--- src/rtl/stack_ptr_unit.sv ---
// Registered descending stack pointer with a push/pop/load request-ack handshake,
// stack address generation and sticky wrap flags. Define STACK_PTR_LIMIT_EN to block wrapping.
module stack_ptr_unit #(
    parameter int unsigned      WIDTH    = 8,
    parameter logic [WIDTH-1:0] RESET_SP = WIDTH'(8'hFF)
) (
    input  logic             clk,
    input  logic             rst,
    input  logic             push,
    input  logic             pop,
    input  logic             load,
    input  logic [WIDTH-1:0] din,
    input  logic             clr_err,
    output logic [WIDTH-1:0] sp,
    output logic [WIDTH-1:0] addr,
    output logic             addr_valid,
    output logic             ack,
    output logic             empty,
    output logic             full,
    output logic             ovf,
    output logic             udf
);

    localparam int unsigned XW = WIDTH + 1;

    typedef enum logic {
        ST_IDLE = 1'b0,
        ST_BUSY = 1'b1
    } state_t;

    state_t           state_q, state_d;
    logic [WIDTH-1:0] sp_q, sp_d;
    logic [WIDTH-1:0] addr_q, addr_d;
    logic             addr_valid_q, addr_valid_d;
    logic             ack_q, ack_d;
    logic             ovf_q, ovf_d;
    logic             udf_q, udf_d;

    logic [XW-1:0]    inc_sum_c;
    logic [XW-1:0]    dec_sum_c;
    logic [WIDTH-1:0] inc_res_c;
    logic [WIDTH-1:0] dec_res_c;
    logic             inc_carry_c;
    logic             dec_borrow_c;
    logic             empty_c;
    logic             full_c;
    logic             push_blk_c;
    logic             pop_blk_c;
    logic             push_only_c;
    logic             pop_only_c;
    logic             replace_c;

    // Shared increment/decrement datapath; the extra MSB carries carry/borrow out.
    assign inc_sum_c    = {1'b0, sp_q} + XW'(1);
    assign dec_sum_c    = {1'b0, sp_q} - XW'(1);
    assign inc_res_c    = inc_sum_c[WIDTH-1:0];
    assign dec_res_c    = dec_sum_c[WIDTH-1:0];
    assign inc_carry_c  = inc_sum_c[WIDTH];
    assign dec_borrow_c = dec_sum_c[WIDTH];

    assign empty_c = (sp_q == RESET_SP);
    assign full_c  = (sp_q == '0);

`ifdef STACK_PTR_LIMIT_EN
    assign push_blk_c = full_c;
    assign pop_blk_c  = empty_c;
`else
    assign push_blk_c = 1'b0;
    assign pop_blk_c  = 1'b0;
`endif

    assign push_only_c = push & ~pop;
    assign pop_only_c  = pop & ~push;
    assign replace_c   = push & pop;

    always_ff @(posedge clk or posedge rst) begin
        if (rst) begin
            state_q      <= ST_IDLE;
            sp_q         <= RESET_SP;
            addr_q       <= '0;
            addr_valid_q <= 1'b0;
            ack_q        <= 1'b0;
            ovf_q        <= 1'b0;
            udf_q        <= 1'b0;
        end else begin
            state_q      <= state_d;
            sp_q         <= sp_d;
            addr_q       <= addr_d;
            addr_valid_q <= addr_valid_d;
            ack_q        <= ack_d;
            ovf_q        <= ovf_d;
            udf_q        <= udf_d;
        end
    end

    // Next state; flags clear first so a same-cycle wrap overrides clr_err.
    always_comb begin
        state_d      = state_q;
        sp_d         = sp_q;
        addr_d       = addr_q;
        addr_valid_d = 1'b0;
        ack_d        = 1'b0;
        ovf_d        = ovf_q & ~clr_err;
        udf_d        = udf_q & ~clr_err;

        if (load) begin
            sp_d    = din;
            state_d = ST_IDLE;
        end else begin
            unique case (state_q)
                ST_IDLE: begin
                    if (push_only_c) begin
                        addr_d       = sp_q;
                        addr_valid_d = ~push_blk_c;
                        ack_d        = 1'b1;
                        state_d      = ST_BUSY;
                        if (!push_blk_c) sp_d = dec_res_c;
                        if (dec_borrow_c || push_blk_c) ovf_d = 1'b1;
                    end else if (pop_only_c) begin
                        addr_d       = inc_res_c;
                        addr_valid_d = ~pop_blk_c;
                        ack_d        = 1'b1;
                        state_d      = ST_BUSY;
                        if (!pop_blk_c) sp_d = inc_res_c;
                        if (inc_carry_c || pop_blk_c) udf_d = 1'b1;
                    end else if (replace_c) begin
                        addr_d       = inc_res_c;
                        addr_valid_d = 1'b1;
                        ack_d        = 1'b1;
                        state_d      = ST_BUSY;
                    end
                end
                ST_BUSY: begin
                    state_d = ST_IDLE;
                end
                default: begin
                    state_d = ST_IDLE;
                end
            endcase
        end
    end

    // A load arriving during the ack cycle cancels the operation, so mask the strobes.
    assign sp         = sp_q;
    assign addr       = addr_q;
    assign addr_valid = addr_valid_q & ~load;
    assign ack        = ack_q & ~load;
    assign empty      = empty_c;
    assign full       = full_c;
    assign ovf        = ovf_q;
    assign udf        = udf_q;

endmodule

--- config.mk ---
export PLATFORM = sky130hd
export DESIGN_NAME = stack_ptr_unit
export DESIGN_NICKNAME = d
export VERILOG_FILES = /design/src/rtl/stack_ptr_unit.sv
export SDC_FILE = /design/constraint.sdc
export NUM_CORES = 1
export LEC_CHECK = 0
export ABC_AREA = 1
export CAP_MARGIN = 20
export CELL_PAD_IN_SITES_DETAIL_PLACEMENT = 0
export CELL_PAD_IN_SITES_GLOBAL_PLACEMENT = 1
export CORE_MARGIN = 4
export CORE_UTILIZATION = 33
export DETAILED_ROUTE_END_ITERATION = 10
export GPL_ROUTABILITY_DRIVEN = 0
export PLACE_DENSITY_LB_ADDON = 0.05
export SETUP_SLACK_MARGIN = 0.05
export SYNTH_ARGS = -nofsm -noshare
export SYNTH_HDL_FRONTEND = slang
export SYNTH_SLANG_ARGS = --single-unit
--- constraint.sdc ---
create_clock -name clk -period 1.85 [get_ports clk]
set_clock_uncertainty 0.2 [all_clocks]
set_input_delay 0.37 -clock clk [delete_from_list [all_inputs] [get_ports clk]]
set_output_delay 0.37 -clock clk [all_outputs]
set_load 0.01 [all_outputs]
# Word-level counts from Yosys, hierarchy flattened
# Cells that the tools add are included.
[word_totals] elab_cells=49 inputBits=14 register_bits=20 out_inout_bits=22
[op_classes] n_eq_ne=2 n_bitwise=11 muxes=23 addsub=2 reduce_logical=5
[op_table] cell="2-to-1 mux 8 bit" n=7
[op_table] cell="2-to-1 mux 1 bit" n=15
[op_table] cell="adder 8 x 1 -> 9 bit (second input constant)" n=1
[op_table] cell="subtractor 8 x 1 -> 9 bit (second input constant)" n=1
[op_table] cell="equality test 8 bit (second input constant)" n=1
[op_table] cell="zero test 8 bit" n=1
[op_table] cell="bitwise AND 1 bit" n=6
[op_table] cell="nonzero test 3 bit" n=2
[op_table] cell="inverter 1 bit" n=5
[op_table] cell="AND reduction 3 bit" n=1
[op_table] cell="inequality test 2 bit (second input constant)" n=1
[op_table] cell="one-hot mux 1 bit (2 select lines)" n=1
[op_table] cell="AND reduction 2 bit" n=1

# Logic depth before layout (Yosys ltp)
[logic_depth] word_depth=7 depth_mapped=11 depth_no_buf=11

# Worst setup path before layout
# Ideal clock, no wire load.
[synth_path] path_kind="reg2out" startpoint="register sp_q[0], in the netlist sp[0]" endpoint="output empty" path_buffers=0 arrival_time_ps=1208 required_time_ps=1280 path_stages_with_launch=6 slack_ps=72 path_cell_list="dfstp_2 -> ha_1 -> nand3_1 -> nor2_1 -> nand3_1 -> nor2_2"
[synth_between] elab_chain_cells=1
[synth_rtl] item="start, declared" line="32" rtl="logic [WIDTH-1:0] sp_q, sp_d;"
[synth_rtl] item="start signal, assigned" line="87" rtl="sp_q <= sp_d;"
[synth_rtl] item="equality test 8 bit" line="61" rtl="assign empty_c = (sp_q == RESET_SP);"
[synth_rtl] item="end, declared" line="18" rtl="output logic empty,"
# No other way between the ends.

# Worst setup path in the final report
[layout_path] startpoint="register sp_q[1], in the netlist sp[1]" endpoint="output empty"
# Same word-level chain as after synthesis.

==> flow_summary_export.csv <==
group,metric,value,unit
cts,cts_htree_levels,1,
worst_setup_path,r2r-start,"sp[1]$_DFFE_PP1P_",
timing,relSlewSlack,82.5,%
logic_synthesis,synth_fp_nets,206,
global_routing,grt_first_pass_wirelength,6700,um
route,ant_nets,0,
logic_synthesis,ys_top_cells_by_area,"dfrtp_1 21%, dfstp_2 16%, nor2_1 10%",
cts,cts_buffers,3,
worst_setup_path,crit_path_cell_trace,"ha_4 -> nand3_2 -> nor2_1 -> nand3_1 -> nor2_2 -> buf_2",
worst_setup_path,crit_slowest_cell,"dfstp_2",
final_layout,drive_gt1_share,33.2,%
logic_synthesis,ys_seq_elements,19,
timing,finalSetupViolations,2,
timing,max_freq,485,MHz
route,vias_per_cell,4.75,
final_layout,finalNonFillerCells,304,
floorplan,die_h,71.1,um
placed_design,portBuffers,35,
route,drc_errors,0,
logic_synthesis,syn-cell-area,1310,um^2
worst_setup_path,critPathKind,"reg2out",
run,cap_violations,0,
floorplan,start_util,35.1,%
cts,clock_path_buffers,2,
global_routing,first_global_vias,1389,
power,power.total,1.73,mW
cts,root_buffer,"clkbuf_8",
placed_design,hpwl,3040,um
logic_synthesis,yosysTopAreaCellShare,21.0,%
logic_synthesis,synth_cell_types,25,
outcome,status,"finished, violations left",
route,first_pass_iters,4,
worst_setup_path,crit_start,"sp[1]$_DFFE_PP1P_",
cts,cts.sinks,19,
floorplan,chipWidth,71.1,um
cts,cts.clk_slew.worst_paths,0.08,ns
timing,fin_crit,2.06,ns
min_path,hold_class,"in2async",
logic_synthesis,async_reset_ff_share,100,%
worst_setup_path,worst_setup_path_start_kind,"flop",
floorplan,core,3740,um^2
timing,hold_viol,0,
final_layout,post-route-util,55.8,%
route,post_drt_wl_per_cell,14.0,um
timing,fin_ws,-0.212,ns
global_routing,track_usage,16.9,%
final_layout,nNetsFinal,274,
logic_synthesis,yosysWarnings,0,
floorplan,pin_count,36,
global_routing,grt_antenna_before_repair,0,
cts,cts_tree,"yes",
logic_synthesis,synth_edf_count,0,
timing,worstMarginPinSlew,0.262,ns
power,p_leak,0.986,nW
global_routing,overflow,0,
outcome,violations,"negative setup slack",
worst_setup_path,cp_data_required_time,1.28,ns
timing,fin_crit_sh,111,%
cts,clk_latency,0.26,ns
cts,ctsHoldBuffers,0,
logic_synthesis,synth_top_area_cell,"dfrtp_1",
logic_synthesis,synth_flop_cell,"dfrtp_1",
route,detail_route.wirelength,4270,um
logic_synthesis,avgSynthCellArea,6.94,um^2
floorplan,rows,22,
floorplan,die_area,5050,um^2
worst_setup_path,critPathMaxFanout,2,
logic_synthesis,ys_seq_area_share,37.0,%
worst_setup_path,arrival,1.49,ns
final_layout,area_growth_syn_to_layout,59.2,%
logic_synthesis,synth_cells,189,
power,powerDensity,829,nW/um^2
route,num_vias,1443,
power,ir_drop,0.000375,V
timing,finalMaxSlewViolations,0,
worst_setup_path,slowest_delay,0.57,ns
timing,rsz0062_at_grt,"true",
global_routing,grt_start_max_net_pins,20,
placed_design,post-place-cells,295,
route,drt_iter0_drc,84,
worst_setup_path,worst_setup_path_end_kind,"output port",
final_layout,antenna_cells,0,
-- cells in the mapped netlist (2+ instances only) --
library cell,count
dfstp_2,8
nand2_2,4
buf_4,4
dfrtp_1,11
o21ai_0,6
nand2_1,35
buf_6,2
o21ai_1,5
inv_2,4
nor2_2,2
nor2_1,36
a21oi_1,17
inv_1,19
xnor2_1,2
ha_1,3
buf_2,2
nand3_1,21
-- what timing repair did --
item / CTS / global route
setup endpoints to repair: 16 / 20
pin swaps: 8 / 13
setup buffers: 6 / 3
resized for setup: 32 / 34
-- sequential cells by signal, summed over array words and instances, names as in the netlist --
signal,count
addr,8
ack_q,1
ovf,1
udf,1
sp,8
-- routing by layer --
layer / vias to the layer above / track usage (%) / share of wire (%)
met1: 649 / 23.7 / 47
met2: 42 / 26.6 / 47
met3: 9 / 3.27 / 4.4
met5: - / 0 / 0
li1: 743 / - / -
met4: 0 / 4.59 / 1.8
-- metrics by stage --
| stage | setup WS (ns) | hold slack (ns) | TNS, ns | area (um^2) |
|---|---|---|---|---|
| after global routing | -0.293 | 0.254 | -0.640 | 2090 |
| after floorplan | 0.0720 | 0.115 | 0 | 1310 |
| after CTS | -0.251 | 0.229 | -0.506 | 2010 |
| final | -0.212 | 0.221 | -0.317 | 2090 |
| after global placement | -0.390 | 0.268 | -1.84 | 1890 |
| after detailed placement | -0.406 | 0.296 | -2.20 | 1890 |
-- logic make-up (layout without fill, tap and decap cells) --
| kind of cell | count (synthesis) | after routing | synth area share (%) |
|---|---|---|---|
| buf+inv | 31 | 98 | 11.3 |
| xor+xnor | 2 | 2 | 1.33 |
| fa+ha+maj | 3 | 3 | 2.86 |
| flops | 19 | 19 | 37.0 |
| compound gates | 34 | 34 | 15.1 |
| simple gates | 100 | 100 | 32.4 |
-- worst max-delay path: cells and delay by family (launching register included) --
kind	cells	cell delay [ns]
buf+inv	1	0.15
fa+ha+maj	1	0.14
flops	1	0.57
simple gates	4	0.36
-- placed cells by master (no fill, tap or decap), types with 5 or more instances in the layout --
master,count
inv_2,6
dfrtp_1,11
inv_1,15
clkdlybuf4s50_1,23
nor2_1,34
clkdlybuf4s15_1,5
a21oi_1,16
nand2_1,35
dfstp_2,8
buf_4,31
buf_6,5
o21ai_1,6
nand3_1,16
-- area by class of cell --
| type | count | area (um^2) |
|---|---|---|
| Clock buffer | 3 | 41.3 |
| Inverter | 23 | 91.3 |
| Timing Repair Buffer | 71 | 614 |
| Tap cell | 48 | 60.1 |
| Sequential cell | 19 | 485 |
| Clock inverter | 1 | 5.00 |
| Multi-Input combinational cell | 139 | 792 |
| Fill cell | 365 | 1650 |
-- final timing paths --
path                       depth (start not counted)  slack (ns)                   to
max                                                6       -0.21                empty
min                                                3        0.22  addr[4]$_DFFE_PP0P_
max reg2reg                                       11        0.01    sp[4]$_DFFE_PP1P_
min reg2reg                                        2        0.31        ovf$_DFF_PP0_
max in group asynchronous                          3        0.96    sp[6]$_DFFE_PP1P_
min in group clk                                   2        0.31        ovf$_DFF_PP0_
-- where the power goes --
part | total, mW | switching [mW] | internal, mW | leakage [nW]
combinational | 0.861 | 0.448 | 0.413 | 0.747
sequential | 0.566 | 0.0505 | 0.515 | 0.214
clock | 0.306 | 0.155 | 0.150 | 0.0255
Power figures use the tool's default switching activity.
